--- src/rtl/mem_region_mux.sv ---
// mem_region_mux: region decoder, wait-state sequencer and read-return mux; optional per-region hit counters under MEM_REGION_MUX_PERF_EN
module mem_region_mux #(
  parameter int REGIONS = 4,
  parameter int DATA_W = 32,
  parameter logic [REGIONS*4-1:0] REGION_BASE = {4'hE, 4'h8, 4'h4, 4'h0},
  parameter logic [REGIONS*4-1:0] REGION_WAIT = {4'd3, 4'd1, 4'd0, 4'd0}
) (
  input  logic                       clock,
  input  logic                       reset_n,
  input  logic                       req,
  input  logic [31:0]                address,
  input  logic [DATA_W/8-1:0]        data_we,
  input  logic [DATA_W-1:0]          data_write,
  input  logic [REGIONS*DATA_W-1:0]  rdata_bus,
  output logic [REGIONS-1:0]         cs_n,
  output logic [DATA_W/8-1:0]        we_n,
  output logic [DATA_W-1:0]          data_o,
  output logic [DATA_W-1:0]          data_read,
  output logic                       stall,
  output logic                       err
`ifdef MEM_REGION_MUX_PERF_EN
  ,
  output logic [REGIONS*16-1:0]      hit_count
`endif
);
  localparam int IW = REGIONS > 1 ? $clog2(REGIONS) : 1;
  localparam logic [0:0] IDLE = 1'b0;
  localparam logic [0:0] WAIT = 1'b1;
  logic [0:0]    state;
  logic [3:0]    cnt;
  logic [3:0]    hit_w;
  logic [IW-1:0] idx_q;
  logic [IW-1:0] sel_q;
  logic [IW-1:0] hit_idx;
  logic [IW-1:0] cur_idx;
  logic          unm_q;
  logic          hit_any;
  logic          active;
  logic          done;
  logic          miss;
  // Address tag decode; scanning downwards lets the lowest matching region win
  always_comb begin
    hit_any = 1'b0;
    hit_idx = '0;
    hit_w = '0;
    for (int k = REGIONS - 1; k >= 0; k--)
      if (req && address[31:28] == REGION_BASE[4*k +: 4]) begin
        hit_any = 1'b1;
        hit_idx = IW'(k);
        hit_w = REGION_WAIT[4*k +: 4];
      end
  end
  // Strobes, stall and read-return mux; while in WAIT the latched region governs, not the address
  always_comb begin
    cur_idx = state == WAIT ? idx_q : hit_idx;
    active = reset_n && (state == WAIT || hit_any);
    done = active && (state == WAIT ? cnt == 4'd0 : hit_w == 4'd0);
    miss = reset_n && state == IDLE && req && !hit_any;
    stall = active && !done;
    we_n = done ? ~data_we : '1;
    cs_n = '1;
    for (int k = 0; k < REGIONS; k++)
      cs_n[k] = !(active && cur_idx == IW'(k));
    data_read = '0;
    for (int k = 0; k < REGIONS; k++)
      if (!unm_q && sel_q == IW'(k)) data_read = rdata_bus[DATA_W*k +: DATA_W];
  end
  // Wait-state FSM plus registered read select and unmapped flag
  always_ff @(posedge clock or negedge reset_n) begin
    if (!reset_n) begin
      state <= IDLE;
      cnt <= '0;
      idx_q <= '0;
      sel_q <= '0;
      unm_q <= 1'b0;
      err <= 1'b0;
    end else begin
      err <= miss;
      if (miss) unm_q <= 1'b1;
      if (done) begin
        sel_q <= cur_idx;
        unm_q <= 1'b0;
        state <= IDLE;
      end else if (state == WAIT) cnt <= cnt - 4'd1;
      else if (active) begin
        idx_q <= hit_idx;
        cnt <= hit_w - 4'd1;
        state <= WAIT;
      end
    end
  end
  assign data_o = data_write;
`ifdef MEM_REGION_MUX_PERF_EN
  logic [15:0] hits [REGIONS];
  for (genvar i = 0; i < REGIONS; i++) begin : g_perf
    // Saturating count of completed accesses for this region
    always_ff @(posedge clock or negedge reset_n) begin
      if (!reset_n) hits[i] <= '0;
      else if (done && cur_idx == IW'(i) && hits[i] != 16'hFFFF) hits[i] <= hits[i] + 16'd1;
    end
    assign hit_count[16*i +: 16] = hits[i];
  end
`endif
endmodule

--- config.mk ---
export PLATFORM = sky130hd
export DESIGN_NAME = mem_region_mux
export DESIGN_NICKNAME = d
export VERILOG_FILES = /design/src/rtl/mem_region_mux.sv
export SDC_FILE = /design/constraint.sdc
export NUM_CORES = 1
export LEC_CHECK = 0
export ABC_AREA = 1
export CAP_MARGIN = 0
export CORE_ASPECT_RATIO = 0.5
export CORE_UTILIZATION = 22
export CTS_CLUSTER_SIZE = 25
export DETAILED_ROUTE_END_ITERATION = 12
export PLACE_DENSITY = 0.73
export SLEW_MARGIN = 20
export SYNTH_ARGS = -nofsm -noshare
export SYNTH_HDL_FRONTEND = slang
export SYNTH_SLANG_ARGS = --single-unit
--- constraint.sdc ---
create_clock -name clock -period 1.25 [get_ports clock]
set_input_delay 0.1875 -clock clock [delete_from_list [all_inputs] [get_ports clock]]
set_output_delay 0.1875 -clock clock [all_outputs]
set_load 0.05 [all_outputs]
# == Word level (Yosys, flattened, before mapping) ==
# Cells that the tools add are included.
# Widths: inputs -> output; s select.
# word_totals
ramBits,0
in_bits,199
latchBits,0
reg_bits,11
n_memories,0
out_inout_bits,74
mem_bits_ro,0
# op_classes
n_reduce_logical,35
eq_ne,9
n_addsub,2
div,0
shift,0
magnitude_cmp,0
bitwise,3
mux,26
mul,0
# ops
operator,count
$mux 32,4
$logic_and 1x1->1,18
$mux 2,8
$mux 4,4
$logic_not 4->1,3
$mux 1,10
$eq 2x2->1 const B,4
$eq 4x4->1 const B,2
$sub 4x1->4 const B,2
$logic_not 1->1,7
$eq 2x1->1 const B,2
$eq 4x3->1 const B,1
$logic_not 2->1,2
$not 4->4,1
$reduce_bool 2->1,2
$reduce_and 3->1,1
$not 1->1,2
$reduce_and 2->1,1
$logic_or 1x1->1,1

# == Depth between registers and ports, before layout ==
# logic_depth
ltp_word,11
mapped_depth,10
ltp_nobuf,10

# == Worst setup path after synthesis ==
# No wires, ideal clock.
# synth_path
path_type,register to output
start,register unm_q
end,output data_read[10]
required_ns,1.062
slack_ns,-0.372
path_stages_with_launch,5
n_path_buf,1
arrival_time_ns,1.435
cell_sequence,dfrtp_1 nor2_2 clkbuf_1 nand3_1 nand4_1
# synth_via
elab_chain_len,6
word_cells_on_any_way,9
classes_between,mux (4); reduce/logical (5)
# synth_rtl
element,line,source
from (decl),36,logic unm_q;
from (signal assigned),75,unm_q <= 1'b0;
from (signal assigned),79,if (miss) unm_q <= 1'b1;
from (signal assigned),82,unm_q <= 1'b0;
$logic_not 1->1 *,66,if (!unm_q && sel_q == IW'(k)) data_read = rdata_bus[DATA_W*k +: DATA_W];
$logic_and 1x1->1,66,
$mux 32 (3 in a row),66,
$mux 32 *,66,
to (decl),18,"output logic [DATA_W-1:0] data_read,"
# Mark *: on every way between the ends. The rest lies on a longest branch, timed or not.

# == Worst setup path in the final report ==
# layout_path
start,register sel_q[1]
end,output data_read[7]
# layout_via
elab_chain_len,6
word_cells_on_any_way,12
classes_between,eq/ne (3); mux (4); reduce/logical (5)
# layout_rtl
element,line,source
from (decl),33,logic [IW-1:0] sel_q;
from (signal assigned),81,sel_q <= cur_idx;
$logic_not 2->1,66,
$logic_and 1x1->1,66,
$mux 32 (3 in a row),66,
$mux 32 *,66,
# Marked as above.

==> flow_metrics.tcl <==
set metrics [dict create \
    arrival_ps 1540 \
    drt_iter0_markers 121 \
    dieArea_um2 9280 \
    globalRoute.totalOverflow 0 \
    rsz0062_at_grt "true" \
    r2r_slack_ps -250 \
    path_clk_slew_ps 40 \
    p_sw_mw 4.58 \
    intPower_mw 4.57 \
    reg2reg_to "cnt[3]" \
    vdd_drop_max_mv 0.974 \
    netlist.area_leader.share_pct 34.8 \
    crit_path_end "data_read[7]" \
    start_util_pct 23.6 \
    hold_viol 0 \
    required_ps 1060 \
    status "finished, violations left" \
    diodes 0 \
    worstMarginPinSlew_ps 257 \
    n_fill_cell 709 \
    p_comb_share_pct 87.0 \
    coreArea_um2 8290 \
    wl_per_cell_um 16.1 \
    synth.avg_cell_area_um2 6.10 \
    p_leak_nw 1.96 \
    yosysWarnings 0 \
    syn_nets 520 \
    die_h_um 68.6 \
    cts_tree "done" \
    start_kind "register" \
    remaining_drc_errors 0 \
    yosys-top-cells-area "nand3_1, dfrtp_1, buf_4" \
    first_pass_iters 4 \
    syn_inst 320 \
    ff2ff_path_depth 10 \
    cts_root_buf "clkbuf_16" \
    seq_area_frac_synth_pct 14.1 \
    synth_top_cell_by_area "nand3_1" \
    rows 23 \
    cts_num_sinks 11 \
    synth_cell_type_count 24 \
    io_buffers 180 \
    cts_buffers 3 \
    ys_ff_latch 11 \
    grt_pass1_vias 2681 \
    critical_path_class "reg2out" \
    num_io_pins 273 \
    end_kind "output port" \
    cap_violations 0 \
    die_w_um 135 \
    period_minus_slack_ps 1730 \
    final_util_pct 58.8 \
    seqPwrFrac_pct 6.6 \
    grt_max_degree 47 \
    drive_above_1_share_pct 32.9 \
    setup_violations 49 \
    violations "negative setup slack" \
    powerDensity_nw_per_um2 1880 \
    syn_area_um2 1950 \
    path_cells "inv_2 -> nor2_4 -> buf_6 -> buf_16 -> nand3_4 -> nand4_1 -> buf_12" \
    hp-class "in2async" \
    slew_headroom_pct 82.8 \
    r2r-start "state" \
    clk_latency_ps 240 \
    area_growth_pct 149 \
    power_switching_share_pct 50.1 \
    clockPowerShare_pct 6.3 \
    period_share_pct 138 \
    cts_buffer_depth 2 \
    final_max_slew_viol_count 0 \
    critPathMaxFanout 7 \
    final_nets 693 \
    viasPerCell 4.87 \
    worstSetupStartpoint "sel_q[1]" \
    track_usage_pct 18.4 \
    fmax_ghz 0.580 \
    worst_slack_ps -475 \
    critPathMaxStageDelay_ps 400 \
    cp_slowest_cell "dfrtp_1" \
    antenna_found_initial 0 \
    ant_nets 0 \
    vias 2941 \
    skew_ps 5.18 \
    place_congestion 0.783 \
    htreeDepth 1 \
    grt_pass1_wl_um 13500 \
    wirelength_um 9720 \
    dpl_worst_slack_ps -637 \
    dp_hpwl_um 7090 \
]
==> critical path, delay by kind of cell (launching register included) <==
kind	cells	cell delay, ps
buffers and inverters	4	530
flip-flops	1	400
AND/OR/NAND/NOR	3	370
==> cell families (layout without fill, tap and decap cells) <==
group	Yosys count	after routing	synth area share, %
buffers and inverters	76	248	22.0
AND/OR/NAND/NOR	222	222	60.2
adder cells (fa/ha/maj)	1	1	0.641
XOR/XNOR	1	1	0.449
flip-flops	11	11	14.1
AO/OA/AOI/OAI	9	9	2.63
==> layout by cell type, fill, tap and decap left out, types with 2 or more instances in the layout <==
master,Yosys,routed
dfrtp_2,0,2
nand2_1,33,20
nand4_1,34,34
nand2_2,3,9
nor2_2,2,2
nor2_4,1,4
inv_1,17,11
nand2_8,0,2
clkdlybuf4s50_1,0,133
dfrtp_1,11,9
inv_2,0,4
nand3_2,1,24
dlygate4sd2_1,0,5
nand2_4,4,9
clkbuf_16,0,4
nand3_4,1,5
buf_16,0,2
nor2_1,6,3
o21ai_2,0,2
buf_4,32,22
buf_6,1,13
nand3_1,136,109
buf_12,0,44
buf_8,0,7
==> worst min path at each step <==
stage                             to  depth (start not counted)           start  slack, ps
after floorplan               cnt[0]                          0         reset_n       -110
after global placement    data_o[16]                          0  data_write[16]        380
after detailed placement  data_o[16]                          0  data_write[16]        380
after CTS                        err                          2         reset_n        360
after global routing             err                          2         reset_n        380
final                            err                          2         reset_n        340
==> state kept, by name, indices dropped and copies added (netlist names) <==
signal and count:
unm_q 1, err 1, cnt 4, idx_q 2, sel_q 2, state 1
==> routing by layer <==
metal | track usage, % | routed length [um]
met5 | 0 | 0
met4 | 3.93 | 65
met3 | 3.87 | 537
met2 | 32.8 | 5170
met1 | 23.1 | 3950
==> synth_stat cells, drive strengths merged <==
cell / count
nand3: 138
buf: 49
nand2: 40
nand4: 34
inv: 17
dfrtp: 11
clkbuf: 10
nor2: 10
o21ai: 5
a21oi: 3
ha: 1
o21bai: 1
xnor2: 1
==> per-stage QoR <==
stage          cell area [um^2]  instances  setup TNS (ps)  power [mW]  hold slack, ps
6_report                   4870        604          -19180        9.16             341
5_1_grt                    4870        604          -22690        9.60             375
3_5_place_dp               4340        588          -15930        7.95             375
4_1_cts                    4700        601          -18260        8.96             358
3_3_place_gp               4340        588          -15430        7.88             375
2_1_floorplan              2090        320           -7960        4.60            -108
==> power groups by stage <==
stage               clock, mW  combinational, mW  sequential (mW)
floorplan                   0               4.00            0.601
CTS                     0.587               7.77            0.605
global placement            0               7.28            0.594
global route            0.609               8.36            0.630
finish                  0.579               7.97            0.609
detailed placement          0               7.35            0.602
==> cell type report <==
class / instances / area, um^2 / share of cell area [%]
repair buffers: 227 / 2750 / 56.5
clock inverters: 1 / 5.00 / 0.103
multi-input cells: 233 / 1550 / 31.8
well taps: 112 / 140 / 2.88
flip-flops and latches: 11 / 278 / 5.70
clock buffers: 3 / 75.1 / 1.54
inverters: 17 / 70.1 / 1.44
==> what timing repair did <==
| action | in CTS | in global routing |
|---|---|---|
| hold buffers | 0 | 0 |
| pin swaps | 29 | 28 |
| gates cloned | 2 | 1 |
| endpoints found under the setup margin | 49 | 49 |
| buffers inserted | 7 | 4 |
| gates resized for setup | 55 | 30 |
No activity file was read; power rests on OpenSTA's default activity.
